[src/rtl/wb_bus_pkg.sv]
// Shared types and constants for the Wishbone bus controller slice.
// Master count, ID width, watchdog width and controller state encoding live here.
package wb_bus_pkg;

   localparam int MASTER_COUNT    = 4;
   localparam int MASTER_ID_WIDTH = 2;
   localparam int WDOG_WIDTH      = 8;

   typedef enum logic [1:0] {
      ST_IDLE  = 2'd0,
      ST_OWNED = 2'd1,
      ST_ABORT = 2'd2
   } bus_state_t;

   typedef logic [MASTER_ID_WIDTH-1:0] master_id_t;

   function automatic logic [MASTER_COUNT-1:0] id_to_onehot(input master_id_t id);
      logic [MASTER_COUNT-1:0] v;
      v     = '0;
      v[id] = 1'b1;
      return v;
   endfunction

   function automatic logic [WDOG_WIDTH-1:0] sat_inc(input logic [WDOG_WIDTH-1:0] v);
      return (v == {WDOG_WIDTH{1'b1}}) ? v : v + 1'b1;
   endfunction

endpackage

[src/rtl/wb_rr_picker.sv]
// Combinational round-robin selector: first requester after last_id,
// searching last_id+1, +2, +3 and finally last_id itself (modulo 4).
module wb_rr_picker
   import wb_bus_pkg::*;
(
   input  logic [MASTER_COUNT-1:0] request,
   input  master_id_t              last_id,
   output logic                    valid,
   output master_id_t              next_id
);

   master_id_t w_cand;

   always_comb begin
      valid   = 1'b0;
      next_id = last_id;
      w_cand  = last_id;
      for (int i = 1; i <= MASTER_COUNT; i++) begin
         // Offset MASTER_COUNT wraps to last_id, so the previous owner is checked last.
         w_cand = last_id + master_id_t'(i);
         if (!valid && request[w_cand]) begin
            valid   = 1'b1;
            next_id = w_cand;
         end
      end
   end

endmodule

[src/rtl/wb_bus_controller.sv]
// Four-master Wishbone arbiter with round-robin grant and a per-transaction
// watchdog that aborts a stalled owner with a one-cycle timeout_err pulse.
module wb_bus_controller
   import wb_bus_pkg::*;
#(
   parameter int TIMEOUT_CYCLES = 255
) (
   input  logic                    clk,
   input  logic                    rst,
   input  logic [MASTER_COUNT-1:0] m_cyc,
   input  logic                    s_ack,
   input  logic                    s_err,
   output logic [MASTER_COUNT-1:0] grant,
   output logic [MASTER_ID_WIDTH-1:0] grant_id,
   output logic                    bus_busy,
   output logic                    timeout_err,
   output logic [WDOG_WIDTH-1:0]   timeout_count
);

   localparam logic [WDOG_WIDTH-1:0] WDOG_TERM = WDOG_WIDTH'(TIMEOUT_CYCLES - 1);

   bus_state_t                r_state;
   logic [MASTER_COUNT-1:0]   r_grant;
   master_id_t                r_grant_id;
   master_id_t                r_last_id;
   logic                      r_busy;
   logic                      r_to_err;
   logic                      r_to_pend;
   logic [WDOG_WIDTH-1:0]     r_to_cnt;
   logic [WDOG_WIDTH-1:0]     r_wdog;

   logic                      w_pick_valid;
   master_id_t                w_pick_id;
   logic                      w_owner_req;
   logic                      w_term;

   wb_rr_picker u_picker (
      .request (m_cyc),
      .last_id (r_last_id),
      .valid   (w_pick_valid),
      .next_id (w_pick_id)
   );

   assign w_owner_req = m_cyc[r_grant_id];
   assign w_term      = (r_wdog == WDOG_TERM);

   always_ff @(posedge clk) begin
      if (rst) begin
         r_state    <= ST_IDLE;
         r_grant    <= '0;
         r_grant_id <= '0;
         r_last_id  <= master_id_t'(MASTER_COUNT - 1);
         r_busy     <= 1'b0;
         r_to_err   <= 1'b0;
         r_to_pend  <= 1'b0;
         r_to_cnt   <= '0;
         r_wdog     <= '0;
      end else begin
         r_to_err <= 1'b0;
         case (r_state)
            ST_IDLE: begin
               if (w_pick_valid) begin
                  r_grant    <= id_to_onehot(w_pick_id);
                  r_grant_id <= w_pick_id;
                  r_busy     <= 1'b1;
                  r_wdog     <= '0;
                  r_state    <= ST_OWNED;
               end
            end

            ST_OWNED: begin
               // Owner release outranks both bus responses and the terminal count.
               if (!w_owner_req) begin
                  r_grant   <= '0;
                  r_busy    <= 1'b0;
                  r_last_id <= r_grant_id;
                  r_state   <= ST_IDLE;
               end else if (s_ack || s_err) begin
                  r_wdog <= '0;
               end else if (w_term) begin
                  r_to_pend <= 1'b1;
                  r_state   <= ST_ABORT;
               end else begin
                  r_wdog <= r_wdog + 1'b1;
               end
            end

            ST_ABORT: begin
               // The pulse and the count update land on the first ABORT cycle.
               if (r_to_pend) begin
                  r_to_err  <= 1'b1;
                  r_to_cnt  <= sat_inc(r_to_cnt);
                  r_to_pend <= 1'b0;
               end
               if (!w_owner_req) begin
                  r_grant   <= '0;
                  r_busy    <= 1'b0;
                  r_last_id <= r_grant_id;
                  r_state   <= ST_IDLE;
               end
            end

            default: begin
               r_grant <= '0;
               r_busy  <= 1'b0;
               r_state <= ST_IDLE;
            end
         endcase
      end
   end

   assign grant         = r_grant;
   assign grant_id      = r_grant_id;
   assign bus_busy      = r_busy;
   assign timeout_err   = r_to_err;
   assign timeout_count = r_to_cnt;

endmodule
[config.mk]
export PLATFORM = sky130hd
export DESIGN_NAME = wb_bus_controller
export DESIGN_NICKNAME = d
export VERILOG_FILES = /design/src/rtl/wb_bus_pkg.sv /design/src/rtl/wb_rr_picker.sv /design/src/rtl/wb_bus_controller.sv
export SDC_FILE = /design/constraint.sdc
export NUM_CORES = 1
export LEC_CHECK = 0
export CELL_PAD_IN_SITES_DETAIL_PLACEMENT = 0
export CELL_PAD_IN_SITES_GLOBAL_PLACEMENT = 1
export CORE_ASPECT_RATIO = 1.5
export CORE_UTILIZATION = 35
export CTS_CLUSTER_SIZE = 25
export DETAILED_ROUTE_END_ITERATION = 6
export GPL_TIMING_DRIVEN = 0
export HOLD_SLACK_MARGIN = 0.08
export PLACE_DENSITY_LB_ADDON = 0.1
export SYNTH_ARGS = -nofsm -noshare
export SYNTH_HDL_FRONTEND = slang
export SYNTH_SLANG_ARGS = --single-unit
[constraint.sdc]
create_clock -name clk -period 2 [get_ports clk]
set_clock_uncertainty 0.15 [all_clocks]
set_input_delay 0.4 -clock clk [delete_from_list [all_inputs] [get_ports clk]]
set_output_delay 0.4 -clock clk [all_outputs]
set_load 0.02 [all_outputs]
**After elaboration in Yosys (flattened, before gate mapping)**

Cells that the tools add are included.

- Equality and inequality tests: 13
- Multiplexer cells: 42
- Bitwise operators: 3
- Reduce and logical (&&, ||, !) cells: 20
- Order comparisons: 7
- Add/subtract/negate cells: 5

Operators by type and width:

| operator | count |
|---|---|
| two-way mux 8 bit | 4 |
| < comparator 2 x 3 -> 1 bit, second input constant | 6 |
| two-way mux 2 bit | 9 |
| adder 8 x 1 -> 8 bit, second input constant | 2 |
| equality test 8 bit, second input constant | 2 |
| two-way mux 1 bit | 16 |
| one-hot mux 8 bit (2 select lines) | 1 |
| AND reduction 4 bit | 3 |
| binary-select mux 1 bit (select 2 bit) | 5 |
| inequality test 2 bit, second input constant | 5 |
| inequality test 3 bit, second input constant | 3 |
| two-way mux 4 bit | 2 |
| one-hot mux 4 bit (2 select lines) | 1 |
| one-hot mux 2 bit (3 select lines) | 1 |
| AND reduction 2 bit | 3 |
| adder 2 bit, second input constant | 2 |
| logical AND 1 bit | 4 |
| one-hot mux 1 bit (2 select lines) | 2 |
| nonzero test 2 bit | 2 |
| OR reduction 2 bit | 2 |
| zero test 1 bit | 3 |
| NOT 1 bit | 3 |
| AND reduction 3 bit | 1 |
| adder 2 x 1 -> 2 bit, second input constant | 1 |
| 7 further kinds | 7 |

- Input bits: 8
- Bits in registers: 29

**Depth between registers and ports, before layout**

Gate-level depths: netlist of run 1.

- Depth after elaboration: 19
- Depth in mapped cells: 7

**By module**

Synthesis of run 1 repeated with hierarchy kept, for this count alone.

- Cell total of the unflattened synthesis: 179
- Area, all modules: 1,627.8 sq um

Modules (own cells, without submodules):

| module | sequential area each (sq um) | area each (sq um) | instances | cells each |
|---|---|---|---|---|
| wb_bus_controller | 580.6 | 1,545.2 | 1 | 165 |
| wb_rr_picker | 0.0 | 82.6 | 1 | 14 |

**Least setup slack after synthesis of run 1**

OpenSTA, ideal clock, no wires.

- Path type: reg-to-reg
- From: reg r_grant_id[1], in the netlist grant_id[1]
- To: reg r_wdog[1]
- Clock period less this slack: 1,994 ps
- Arrival time: 1,710 ps
- Buffers on the path: 0
- Library setup time: 134 ps
- Slack: 6 ps
- Stages on the path, launching flop included: 6
- Path through: dfxtp_1 mux4_2 and2_4 o211ai_4 or2_2 a21oi_1

- Longest elaborated chain between the ends: 4

RTL lines:

| item | RTL line | RTL |
|---|---|---|
| from (decl) | wb_bus_controller.sv:24 | `master_id_t r_grant_id;` |
| from (signal assigned) | wb_bus_controller.sv:64 | `r_grant_id <= w_pick_id;` |
| binary-select mux 1 bit (select 2 bit) | wb_bus_controller.sv:44 | `assign w_owner_req = m_cyc[r_grant_id];` |
| two-way mux 1 bit (implied by the code) | wb_bus_controller.sv:44 |  |
| inequality test 2 bit (no source line) | -- |  |
| AND reduction 4 bit (no source line) | -- |  |
| to (signal assigned) | wb_bus_controller.sv:84 | `r_wdog <= r_wdog + 1'b1;` |
| to (decl) | wb_bus_controller.sv:30 | `logic [WDOG_WIDTH-1:0] r_wdog;` |

No other way between the ends. The select of a mux whose other input is x is not followed.
A chain may end at the register's enable or synchronous reset.

**Final worst setup path of run 1**

- From: in m_cyc[0]
- To: reg r_grant[0], in the netlist grant[0]

- Longest elaborated chain between the ends: 18
- Elaborated cells on any way between the ends: 34
- Those cells by class: order compare: 2; eq/ne: 2; mux: 22; reduce/logical: 8

RTL lines:

| item | RTL line | RTL |
|---|---|---|
| from (decl) | wb_bus_controller.sv:10 | `input logic [MASTER_COUNT-1:0] m_cyc,` |
| binary-select mux 1 bit (select 2 bit) | wb_rr_picker.sv:21 | `if (!valid && request[w_cand]) begin` |
| two-way mux 1 bit (implied by the code) | wb_rr_picker.sv:21 |  |
| two-way mux 1 bit | wb_rr_picker.sv:21 |  |
| zero test 1 bit | wb_rr_picker.sv:21 |  |
| logical AND 1 bit | wb_rr_picker.sv:21 |  |
| two-way mux 1 bit | wb_rr_picker.sv:21 |  |
| zero test 1 bit | wb_rr_picker.sv:21 |  |
| logical AND 1 bit | wb_rr_picker.sv:21 |  |
| [2 not listed] | -- |  |
| logical AND 1 bit | wb_rr_picker.sv:21 |  |
| two-way mux 2 bit | wb_rr_picker.sv:21 |  |
| < comparator 2 x 3 -> 1 bit (implied by the code) / greater-or-equal comparator 2 x 1 -> 1 bit (equally long branches) | wb_bus_pkg.sv:20 | `v[id] = 1'b1;` |
| logical AND 1 bit (implied by the code) | wb_bus_pkg.sv:20 |  |
| two-way mux 1 bit (implied by the code) | wb_bus_pkg.sv:20 |  |
| demux 1 bit (select 2 bit) | wb_bus_pkg.sv:20 |  |
| two-way mux 4 bit | wb_bus_controller.sv:62 | `if (w_pick_valid) begin` |
| one-hot mux 4 bit (2 select lines) | wb_bus_controller.sv:60 | `case (r_state)` |
| to (signal assigned) | wb_bus_controller.sv:63 | `r_grant <= id_to_onehot(w_pick_id);` |
| to (decl) | wb_bus_controller.sv:23 | `logic [MASTER_COUNT-1:0] r_grant;` |

Parallel ways exist; a longest one is shown, timed or not. The select of a mux whose other input is x is not followed.

==> results of run 1 <==
## synth_stat cells, drive strengths merged
| cell type | n |
|---|---|
| a211o | 2 |
| a211oi | 1 |
| a21bo | 1 |
| a21o | 1 |
| a21oi | 18 |
| a221oi | 1 |
| a31oi | 4 |
| a32o | 1 |
| and2 | 2 |
| and3 | 5 |
| and3b | 1 |
| and4 | 2 |
| and4b | 1 |
| clkbuf | 4 |
| dfxtp | 29 |
| ha | 6 |
| inv | 6 |
| mux2i | 3 |
| mux4 | 1 |
| nand2 | 17 |
| nand2b | 4 |
| nand3 | 4 |
| nand4 | 3 |
| nand4b | 3 |
| nor2 | 17 |
| nor2b | 2 |
| nor3 | 5 |
| nor3b | 1 |
| nor4 | 1 |
| nor4bb | 1 |
| o2111ai | 1 |
| o211ai | 1 |
| o21a | 1 |
| o21ai | 10 |
| o31ai | 1 |
| o41ai | 1 |
| or2 | 1 |
| or3 | 1 |
| or3b | 1 |
| xnor2 | 3 |
| xor2 | 5 |
## stage by stage
| stage | worst slack, ps | area [sq um] | TNS, ps | util [%] |
|---|---|---|---|---|
| after CTS | -1.415 | 1888 | -1.415 | 47.27 |
| after global routing | -8.976 | 1949 | -17.89 | 48.81 |
| after floorplan | 6.273 | 1479 | 0 | - |
| final | 65.13 | 1949 | 0 | 48.81 |
| after global placement | -715.6 | 1755 | -9634 | 43.95 |
| after detailed placement | -709.9 | 1755 | -9782 | 43.95 |
## registers in the layout, indices dropped and copies added (netlist names)
signal / flops
bus_busy: 1
grant: 4
grant_id: 2
r_last_id: 2
r_state: 2
r_to_pend: 1
r_wdog: 8
timeout_count: 8
timeout_err: 1
## final timing paths
path,end,start,cells past startpoint
min,grant[0],grant[0],2
min reg2reg,grant[0],grant[0],2
max reg2reg,r_wdog[3],r_state[1],6
max,grant[0],m_cyc[0],7
## routing by layer
layer	global-route usage, %	up-vias	share of wire (%)
met5	0	-	0
met4	6.750	0	1.4
met3	4.630	5	4.0
met2	35.18	34	57
met1	18.07	706	37
li1	-	700	-
## cell type report
| class | instances | area (sq um) | share of cell area [%] |
|---|---|---|---|
| buffer | 4 | 15.01 | 0.7702 |
| clock buffer | 5 | 68.82 | 3.530 |
| tap | 45 | 56.30 | 2.888 |
| multi-input combinational | 135 | 928.4 | 47.63 |
| sequential | 29 | 581.8 | 29.85 |
| timing repair buffer | 28 | 259.0 | 13.29 |
| clock inverter | 3 | 17.52 | 0.8986 |
| inverter | 6 | 22.52 | 1.155 |
## cells by family after synthesis
| kind of cell | synth area share (%) |
|---|---|
| compound gates | 18.95 |
| xor+xnor | 4.738 |
| fa+ha+maj | 5.076 |
| buf+inv | 2.538 |
| flops | 39.26 |
| mux | 3.553 |
| simple gates | 25.89 |
## what timing repair did
item                       CTS  global route
gates cloned                 0             1
buffers inserted             3             3
setup endpoints to repair   17            12
resized for setup           10            15
pin swaps                    1             3
## power by group through the flow
| stage | Sequential (uW) | Combinational, uW | Clock (uW) |
|---|---|---|---|
| 2_1_floorplan | 667 | 186 | 0 |
| 3_3_place_gp | 649 | 305 | 0 |
| 3_5_place_dp | 651 | 312 | 0 |
| 4_1_cts | 639 | 335 | 487 |
| 5_1_grt | 644 | 398 | 507 |
| 6_report | 639 | 367 | 468 |
## critical path, delay by kind of cell
kind	cells	cell delay, ps
muxes	1	520
buffers and inverters	2	470
AOI/OAI and AO/OA	1	220
and+or+nand+nor	3	360
==> flow_summary.toml, run 1 <==
[clock_network]
clk_latency_ps = 280
cts_tree = "yes"
cts_hold_buffers = 0
cts_max_level = 2
ctsRootBufferMaster = "clkbuf_8"
cts_buffers = 5
cts_sinks = 29
clk_path_buf_depth = 2
clk_pin_slew_ps = 60

[pwr]
power.total_uw = 1474
netSwitchingFraction_pct = 30.90
internal_power_uw = 1018
pwr-share-seq_pct = 43.3
p_per_area_nw_per_um2 = 756.0
p_switching_uw = 455.5
pwr-share-comb_pct = 24.9
peakVddDrop_mv = 0.4871
pwr-share-clk_pct = 31.8
p_leak_uw = 0.0007611

[yosys]
netlist.area_leader.share_pct = 39.26
synth_seq_cells = 29
synth_area_leaders = "dfxtp_1 39%, a21oi_1 6.1%, ha_1 5.1%"
syn_avg_cell_area_sq_um = 8.549
ys_types = 42
ys_seq_area_share_pct = 39.26
syn_inst = 173
syn-cell-area_sq_um = 1479
yosys.area.top_type = "dfxtp_1"
synth_nets = 187
ys_warn_count = 0

[layout]
fill_cells = 425
n_antenna_cell = 0
final_common_cell = "dfxtp_1"
nNetsFinal = 223
syn_to_final_growth_pct = 31.81
final_cell_mix = "28 x dfxtp_1, 18 x a21oi_1, 16 x nand2_1, 16 x nor2_1, 16 x clkdlybuf4s50_1"
layout-drive-gt1-share_pct = 15.24
fin_cells = 255

[global_route]
grt_max_degree = 11
globalRoute.totalOverflow = 0
grt_antenna_before_repair = 0
track_usage_pct = 18.48
grt_pass1_wl_microns = 5865
grt_pass1_vias = 1315

[place]
dp_hpwl_microns = 2802
placedCellCount = 240
io_buffers = 22
place_congestion = 0.8144

[sta]
max_freq_mhz = 516.8
hold_viol = 0
hold_ws_ps = 304.7
grt_setup_unrepaired = "true"
max-slew-margin-rel_pct = 66.24
maxSlewViolCount = 0
period_minus_slack_ps = 1935
setup_viol = 0
period_share_pct = 96.74
tightestPinTransition_ps = 502.1

[routing]
wirelength_microns = 3880
wl_per_cell_microns = 15.22
dr.pass1.iters = 4
vias = 1445
drc = 0
via_per_inst = 5.667
ant_nets = 0
drt_iter0_markers = 52

[setup_path]
worstPathRequired_ps = 2030
slowest_delay_ps = 520
cp_cell_sequence = "dlygate4sd2_1 > mux4_2 > buf_4 > nand2_1 > and3b_2 > nand2b_1 > o41ai_1"
crit_path_start_kind = "input pin"
path_max_fanout = 4
cp_slowest_cell = "mux4_2"
cp-end-kind = "flip-flop"
crit_arrival_ps = 1970
worst-setup-path-type = "input pin to flip-flop"
reg2reg_slack_ps = 80

[floorplan]
pin_count = 24
die_h_microns = 81.62
core_sq_um = 3994
die_area_sq_um = 4495
start_util_pct = 37.03
die_w_microns = 55.08
num_rows = 28

[run]
cap_violations = 0

[status]
status = "finished, final reports clean"

[min_path]
hold_class = "flip-flop to flip-flop"
Note: power is estimated with default switching activity, not from simulation.
==> inputs of run 2 (changes only) <==
--- a/config.mk
+++ b/config.mk
@@ -5,6 +5,7 @@
 export SDC_FILE = /design/constraint.sdc
 export NUM_CORES = 1
 export LEC_CHECK = 0
+export ABC_CLOCK_PERIOD_IN_PS = 2000
 export CELL_PAD_IN_SITES_DETAIL_PLACEMENT = 0
 export CELL_PAD_IN_SITES_GLOBAL_PLACEMENT = 1
 export CORE_ASPECT_RATIO = 1.5
==> results of run 2 <==
The final DEF is identical to that of run 1; final timing and power are the same.
